**config.mk**
```make
export PLATFORM = sky130hd
export DESIGN_NAME = pwm_rampa_ctrl_flat
export DESIGN_NICKNAME = d
export VERILOG_FILES = /design/src/rtl/pwm_pkg.sv /design/src/rtl/pwm_rampa_ctrl_if.sv /design/src/rtl/pwm_tick_gen.sv /design/src/rtl/pwm_rampa_ctrl.sv /design/src/flat_wrapper.sv
export SDC_FILE = /design/constraint.sdc
export NUM_CORES = 1
export LEC_CHECK = 0
export ABC_CLOCK_PERIOD_IN_PS = 3100
export BUFFER_PORTS_ARGS = -buffer_cell sky130_fd_sc_hd__buf_2
export CAP_MARGIN = 10
export CORE_MARGIN = 4
export CORE_UTILIZATION = 50
export DETAILED_ROUTE_END_ITERATION = 8
export PLACE_DENSITY = 0.69
export REMOVE_ABC_BUFFERS = 1
export SLEW_MARGIN = 10
export SYNTH_ARGS = -nofsm -noshare
export SYNTH_HDL_FRONTEND = slang
export SYNTH_HIERARCHICAL = 1
export SYNTH_SLANG_ARGS = --single-unit
```
**constraint.sdc**
```tcl
create_clock -name clk -period 3.1 [get_ports clk]
set_input_delay 0.31 -clock clk [delete_from_list [all_inputs] [get_ports clk]]
set_output_delay 0.31 -clock clk [all_outputs]
set_load 0.05 [all_outputs]
```
**src/rtl/pwm_pkg.sv**
```systemverilog
// Shared definitions for the PWM generator family: FSM encoding and default sizes.
package pwm_pkg;

  typedef enum logic [1:0] {
    IDLE = 2'd0,
    UP   = 2'd1,
    DOWN = 2'd2,
    FIN  = 2'd3
  } state_t;

  localparam int R_DEF     = 8;
  localparam int PRESC_DEF = 50000;

endpackage

```
**src/rtl/pwm_rampa_ctrl_if.sv**
```systemverilog
// Request/status bundle between the control logic and the duty-cycle ramp sequencer.
interface pwm_rampa_ctrl_if
  import pwm_pkg::*;
#(
  parameter int R      = R_DEF,
  parameter int RATE_W = 8
);
  logic              req;
  logic [R-1:0]      target;
  logic [RATE_W-1:0] rate;
  logic              abort;
  logic              ack;
  logic              busy;
  logic              done;
  logic [R-1:0]      ciclo;

  modport master (
    output req, target, rate, abort,
    input  ack, busy, done, ciclo
  );

  modport slave (
    input  req, target, rate, abort,
    output ack, busy, done, ciclo
  );
endinterface

```
**src/rtl/pwm_tick_gen.sv**
```systemverilog
// Base-tick prescaler: one-cycle tick every PRESC clocks, restartable on clr.
module pwm_tick_gen #(
  parameter int PRESC = 50000
) (
  input  logic clk,
  input  logic reset,
  input  logic clr,
  output logic tick
);
  localparam int CW = (PRESC > 2) ? $clog2(PRESC) : 1;

  logic [CW-1:0] cnt;

  always_ff @(posedge clk) begin
    if (reset || clr) begin
      cnt <= '0;
    end else if (cnt == CW'(PRESC - 1)) begin
      cnt <= '0;
    end else begin
      cnt <= cnt + CW'(1);
    end
  end

  assign tick = (cnt == CW'(PRESC - 1));

endmodule

```
**src/rtl/pwm_rampa_ctrl.sv**
```systemverilog
// Duty-cycle ramp sequencer: walks ciclo toward a requested target one LSB per
// programmable number of base ticks, with abort and a completion pulse.
module pwm_rampa_ctrl
  import pwm_pkg::*;
#(
  parameter int R      = R_DEF,
  parameter int PRESC  = PRESC_DEF,
  parameter int RATE_W = 8
) (
  input  logic            clk,
  input  logic            reset,
  pwm_rampa_ctrl_if.slave bus
);
  state_t            state, state_nxt;
  logic [R-1:0]      ciclo, tgt, ciclo_nxt;
  logic [RATE_W-1:0] rate_l, step_cnt;
  logic              tick, accept, ramping, step_hit, do_step;
  logic              moving, ack, done, ack_d, done_d, busy;

  // Saturating one-LSB move; the direction is fixed at accept so the clamp never bites
  function automatic logic [R-1:0] sat_step(input logic [R-1:0] v, input logic up);
    if (up) begin
      return (v == '1) ? v : v + R'(1);
    end
    return (v == '0) ? v : v - R'(1);
  endfunction

  pwm_tick_gen #(.PRESC(PRESC)) u_tick (
    .clk   (clk),
    .reset (reset),
    .clr   (accept),
    .tick  (tick)
  );

  assign accept    = (state == IDLE) && bus.req && !bus.abort;
  assign ramping   = (state == UP) || (state == DOWN);
  assign step_hit  = (step_cnt + RATE_W'(1)) == rate_l;
  assign do_step   = ramping && !bus.abort && tick && step_hit;
  assign ciclo_nxt = sat_step(ciclo, state == UP);

  always_ff @(posedge clk) begin
    if (reset) begin
      state <= IDLE;
    end else begin
      state <= state_nxt;
    end
  end

  always_comb begin
    state_nxt = state;
    case (state)
      IDLE: begin
        if (accept) begin
          if (bus.target > ciclo) begin
            state_nxt = UP;
          end else if (bus.target < ciclo) begin
            state_nxt = DOWN;
          end else begin
            state_nxt = FIN;
          end
        end
      end
      UP, DOWN: begin
        if (bus.abort) begin
          state_nxt = IDLE;
        end else if (do_step && (ciclo_nxt == tgt)) begin
          state_nxt = FIN;
        end
      end
      FIN:     state_nxt = IDLE;
      default: state_nxt = IDLE;
    endcase
  end

  // busy also covers the FIN cycle of a real ramp so it drops together with done
  always_comb begin
    ack_d  = accept;
    done_d = (state == FIN);
    busy   = ramping || ((state == FIN) && moving);
  end

  always_ff @(posedge clk) begin
    if (reset) begin
      ack      <= 1'b0;
      done     <= 1'b0;
      moving   <= 1'b0;
      step_cnt <= '0;
      ciclo    <= '0;
    end else begin
      ack  <= ack_d;
      done <= done_d;
      if (accept) begin
        moving   <= (bus.target != ciclo);
        step_cnt <= '0;
      end else if (ramping && tick) begin
        step_cnt <= step_hit ? '0 : step_cnt + RATE_W'(1);
      end
      if (do_step) begin
        ciclo <= ciclo_nxt;
      end
    end
  end

  // Latched request operands; a rate of zero behaves as one
  always_ff @(posedge clk) begin
    if (accept) begin
      tgt    <= bus.target;
      rate_l <= (bus.rate == '0) ? RATE_W'(1) : bus.rate;
    end
  end

  assign bus.ack   = ack;
  assign bus.busy  = busy;
  assign bus.done  = done;
  assign bus.ciclo = ciclo;

endmodule

```
**src/flat_wrapper.sv**
```systemverilog
// flat-port wrapper written by rule: the top's interface ports become plain ports
module pwm_rampa_ctrl_flat import pwm_pkg::*;
#(
  parameter int R      = R_DEF,
  parameter int PRESC  = PRESC_DEF,
  parameter int RATE_W = 8
)
  (clk, reset, bus_req, bus_target, bus_rate, bus_abort, bus_ack, bus_busy, bus_done, bus_ciclo);
  pwm_rampa_ctrl_if #(.R(R), .RATE_W(RATE_W)) bus_i ();
  input  logic clk;
  input  logic reset;
  input wire logic [$bits(bus_i.req)-1:0] bus_req;
  input wire logic [$bits(bus_i.target)-1:0] bus_target;
  input wire logic [$bits(bus_i.rate)-1:0] bus_rate;
  input wire logic [$bits(bus_i.abort)-1:0] bus_abort;
  output wire logic [$bits(bus_i.ack)-1:0] bus_ack;
  output wire logic [$bits(bus_i.busy)-1:0] bus_busy;
  output wire logic [$bits(bus_i.done)-1:0] bus_done;
  output wire logic [$bits(bus_i.ciclo)-1:0] bus_ciclo;
  assign bus_i.req = bus_req;
  assign bus_i.target = bus_target;
  assign bus_i.rate = bus_rate;
  assign bus_i.abort = bus_abort;
  assign bus_ack = bus_i.ack;
  assign bus_busy = bus_i.busy;
  assign bus_done = bus_i.done;
  assign bus_ciclo = bus_i.ciclo;
  pwm_rampa_ctrl #(.R(R), .PRESC(PRESC), .RATE_W(RATE_W)) u_core (.clk(clk), .reset(reset), .bus(bus_i));
endmodule
```
==> impl_table.tex <==
\begin{tabular}{lr}
\hline
Metric & Value \\
\hline
\multicolumn{2}{l}{\textbf{Run status}} \\
Result of the run & finished clean \\
\multicolumn{2}{l}{\textbf{Synth}} \\
Xor and xnor fraction of the mapped netlist area & 8.06\% \\
Sequential area share after synthesis & 36.3\% \\
Compound-Gate Fraction of Synth Area & 15.2\% \\
Fraction of synthesis flops using an asynchronous set or reset pin & 0\% \\
Share of synthesized area spent on multiplexers & 2.16\% \\
Post-synthesis simple-gate area fraction & 26.5\% \\
Mapped Cells & 378 \\
Synthesized area & 0.00337 mm\^{}2 \\
Ys Warns & 6 \\
Fraction of the mapped netlist area in adder cells & 6.32\% \\
Largest family of logic cells by synthesized area & simple AND/OR/NAND/NOR gates \\
Synthesized area per cell & 8.91 um\^{}2 \\
Count of distinct cell types in the synthesized netlist & 64 \\
Dominant synthesized flop cell & dfxtp\_1 \\
Number of enable flip-flop cells after synthesis & 16 \\
Flip-flop and latch count after synthesis & 53 \\
\multicolumn{2}{l}{\textbf{STA}} \\
Slew HR & 56.8\% \\
Max-slew violation total from the final report & 0 \\
Tightest hold margin & 0.180 ns \\
Final critical-path share of the clock period & 94.7\% \\
Fmax & 0.341 GHz \\
RSZ-0062 raised after global routing & false \\
Total count of hold-check failures in the final report & 0 \\
Number of endpoints failing setup at the final stage & 0 \\
Setup skew after layout & 0.00666 ns \\
Summed negative setup slack over all endpoints & 0 ns \\
Final min period & 2.94 ns \\
Slew of the pin with the lowest slew margin & 0.647 ns \\
\multicolumn{2}{l}{\textbf{Pwr}} \\
Internal power summed over all cells & 1.22 mW \\
Clk network pwr share & 24.8\% \\
Sw Pwr & 0.657 mW \\
Pwr Density & 515 mW/mm\^{}2 \\
Static Leak & 1.32 nW \\
Switch share & 35.0\% \\
Total chip power & 1.88 mW \\
Register share of total power & 43.1\% \\
Peak ir drop on the vdd network & 0.000369 V \\
Part of the power in combinational logic & 32.1\% \\
\multicolumn{2}{l}{\textbf{Worst setup path}} \\
Signal arrival time at the worst endpoint & 3.15 ns \\
CP max-delay cell & nor3b\_1 \\
Reg2reg setup slack & 0.16 ns \\
Cell-by-cell listing of the critical path & inv\_1 > ha\_1 > nor3b\_1 > a21oi\_1 > o211a\_1 > nor3\_1 > nand4b\_1 > nor4b\_4 > o211ai\_1 > o41ai\_1 \\
Terminus of the critical flop-to-flop path & u\_core/state[0] \\
Critical path fanouts, max & 10 \\
Critical path endpoint category & register \\
R2R cell count & 10 \\
Delay of the slowest cell on the worst path & 0.57 ns \\
Crit Path Category & reg -> reg \\
Worst r2r src & u\_core/bus.ciclo[0] \\
Crit path required time & 3.32 ns \\
Startpoint type of the worst setup path & register \\
\multicolumn{2}{l}{\textbf{Place}} \\
Dpl hpwl & 5570 um \\
Number of buffer cells added on primary ports & 30 \\
Final Wtd Congestion & 0.934 \\
\multicolumn{2}{l}{\textbf{Floorplanning}} \\
Die ar. & 0.00811 mm\^{}2 \\
Die width & 90.1 um \\
FP Rows & 29 \\
Initial core utilization & 52.1\% \\
Core Region & 0.00646 mm\^{}2 \\
Number of primary I/O pins & 31 \\
Height of the die & 90.1 um \\
\multicolumn{2}{l}{\textbf{Route}} \\
Post-detailed-route DRC marker count & 0 \\
Remaining antenna violation count after routing & 0 \\
Number of detailed-routing iterations run before antenna repair & 5 \\
Per-cell routed wire length & 16.1 um \\
DR vias & 2850 \\
Routed wire length & 7670 um \\
1st-iter DRT viols & 317 \\
Via density & 5.99 \\
\multicolumn{2}{l}{\textbf{Cells and area}} \\
Net count reported at finish & 435 \\
Multi-input gate area in the final layout & 0.00196 mm\^{}2 \\
Reg area & 0.00122 mm\^{}2 \\
Share of cells above drive strength 1 & 14.3\% \\
Area growth syn-to-layout & 8.25\% \\
Fillers & 604 \\
Antenna Diode Count & 0 \\
\multicolumn{2}{l}{\textbf{Global route}} \\
Wire length of the first global-routing pass & 12700 um \\
Overall global routing resource usage & 18.8\% \\
Initial antenna violation count & 0 \\
Overall overflow remaining after global route & 0 \\
Vias in the first global route & 2591 \\
Maximum number of pins on one net before global-route repair & 19 \\
\multicolumn{2}{l}{\textbf{Clocking}} \\
TritonCTS clock tree & yes \\
Number of sinks on the clock net & 53 \\
Clock buffer count from CTS & 5 \\
Clock Root Buffer & clkbuf\_8 \\
CTS Hold Buffers Added & 0 \\
Number of H-tree branching levels & 2 \\
Number of buffers on the longest clock path & 2 \\
CTS clock-pin slew for the worst setup and hold paths & 0.10 ns \\
Count of buffers added by post-CTS timing repair for setup & 0 \\
Latest clock arrival within the worst-skew pair & 0.31 ns \\
\multicolumn{2}{l}{\textbf{Min path}} \\
Hold Crit Depth & 1 \\
Worst Hold Endpoint & u\_core/rate\_l[4] \\
Launch instance of the worst min-delay path & bus\_rate[4] \\
Worst min-delay path category & in -> reg \\
\multicolumn{2}{l}{\textbf{Run}} \\
Max cap viols & 0 \\
\hline
\end{tabular}
==> layout make-up <==
cell class / count / share of cell area (%)
multi-input cells: 285 / 53.8
repair buffers: 34 / 4.94
well taps: 77 / 2.64
inverters: 19 / 1.96
clock buffers: 6 / 2.57
clock inverters: 2 / 0.549
flip-flops and latches: 53 / 33.5
==> layout by cell type, fill, tap and decap left out, types with 6 or more instances in the layout <==
master and count:
nand4_1 7, nand2_1 19, nand3_1 18, xor2_1 6, dfxtp_1 37, edfxtp_1 16
ha_1 16, nor2b_1 7, nor3_1 9, nor4_1 14, a21oi_1 22, inv_1 19
xnor2_1 25, nor2_1 36, or3_1 8, o21ai_0 16, buf_2 30
==> repair_timing <==
action | in CTS | in global routing
setup endpoints to repair | 0 | 1
gates resized for setup | 0 | 1
endpoints found under the hold margin | 0 | 0
==> cell usage after synthesis (2+ instances only) <==
master / number / share of area [%]
nand2b_1: 4 / 0.74
xnor2_1: 25 / 6.5
o31ai_1: 3 / 0.67
dfxtp_1: 37 / 22
buf_6: 2 / 0.67
mux2i_1: 5 / 1.5
and4_1: 2 / 0.52
nand4b_1: 2 / 0.52
buf_2: 5 / 0.74
nand4_1: 7 / 1.3
a21o_1: 5 / 1.1
nor2b_1: 7 / 1.3
clkbuf_1: 12 / 1.3
nor2_1: 36 / 4.0
nand2_1: 19 / 2.1
or4bb_1: 2 / 0.67
and3_1: 5 / 0.93
ha_1: 17 / 6.3
mux2_2: 2 / 0.67
a31oi_1: 4 / 0.74
or3_1: 8 / 1.5
xor2_1: 6 / 1.6
nor4_1: 14 / 2.6
a211oi_1: 5 / 1.1
edfxtp_1: 16 / 14
nand3_1: 18 / 2.7
o211ai_1: 4 / 0.89
o211a_1: 3 / 0.89
or4_1: 2 / 0.45
o21ai_0: 16 / 2.4
inv_1: 19 / 2.1
a21oi_1: 22 / 3.3
nor3_1: 9 / 1.3
o41ai_1: 2 / 0.52
nor3b_1: 3 / 0.67
o21a_1: 2 / 0.45
==> flip-flops by register name, indices dropped and copies added (netlist names) <==
| signal | flops |
|---|---|
| u_core/tgt | 8 |
| u_core/rate_l | 8 |
| u_core/step_cnt | 8 |
| u_core/moving | 1 |
| u_core/u_tick/cnt | 16 |
| u_core/bus.ack | 1 |
| u_core/bus.ciclo | 8 |
| u_core/state | 2 |
| u_core/bus.done | 1 |
==> kinds of logic (layout without fill, tap and decap cells) <==
| logic type | count (synthesis) | count (layout) |
|---|---|---|
| AOI/OAI and AO/OA | 76 | 76 |
| buffers and inverters | 40 | 61 |
| xor gates and xnor gates | 31 | 31 |
| muxes | 7 | 7 |
| DFF | 53 | 53 |
| and+or+nand+nor | 154 | 154 |
| adders and majority gates | 17 | 17 |
==> power by group through the flow <==
stage                     clock (mW)  combinational (mW)  sequential [mW]
after detailed placement           0               0.592            0.825
after CTS                      0.479               0.595            0.809
after global placement             0               0.588            0.824
after floorplan                    0               0.443            0.824
after global routing           0.513               0.651            0.816
final                          0.466               0.603            0.810
==> how the worst max path moves through the flow <==
stage                              startpoint         endpoint  slack [ns]  depth (start not counted)
after floorplan           u_core/bus.ciclo[3]  u_core/state[0]        0.41                          8
after global placement        u_core/state[1]  u_core/state[0]        0.24                         10
after detailed placement      u_core/state[1]  u_core/state[0]        0.23                         10
after CTS                     u_core/state[1]  u_core/state[0]        0.20                         10
after global routing      u_core/bus.ciclo[0]  u_core/state[0]       0.008                         10
final                     u_core/bus.ciclo[0]  u_core/state[0]        0.16                         10
==> metrics by stage <==
step | area, um^2 | setup WS (ns) | instances | utilization (%)
finish | 3640 | 0.165 | 476 | 56.4
global route | 3640 | 0.00795 | 476 | 56.4
CTS | 3640 | 0.201 | 476 | 56.4
detailed placement | 3530 | 0.228 | 468 | 54.6
global placement | 3530 | 0.236 | 468 | 54.6
floorplan | 3250 | 0.407 | 357 | -
==> metal layers <==
layer | share of wire, % | wire length [um] | global-route usage, % | vias up
li1 | - | - | - | 1427
met5 | 0 | 0 | 0 | -
met2 | 45 | 3420 | 28.4 | 95
met1 | 48 | 3710 | 27.9 | 1309
met3 | 5.4 | 417 | 3.26 | 19
met4 | 1.5 | 112 | 4.59 | 0
==> worst max-delay path: cells and delay by family, from the launching register on <==
| kind | cells | cell delay, ns |
|---|---|---|
| AO/OA/AOI/OAI | 4 | 0.66 |
| flip-flops | 1 | 0.45 |
| AND/OR/NAND/NOR | 4 | 1.37 |
| buffers and inverters | 1 | 0.13 |
| adder cells (fa/ha/maj) | 1 | 0.23 |
No activity file was read; power rests on OpenSTA's default activity.
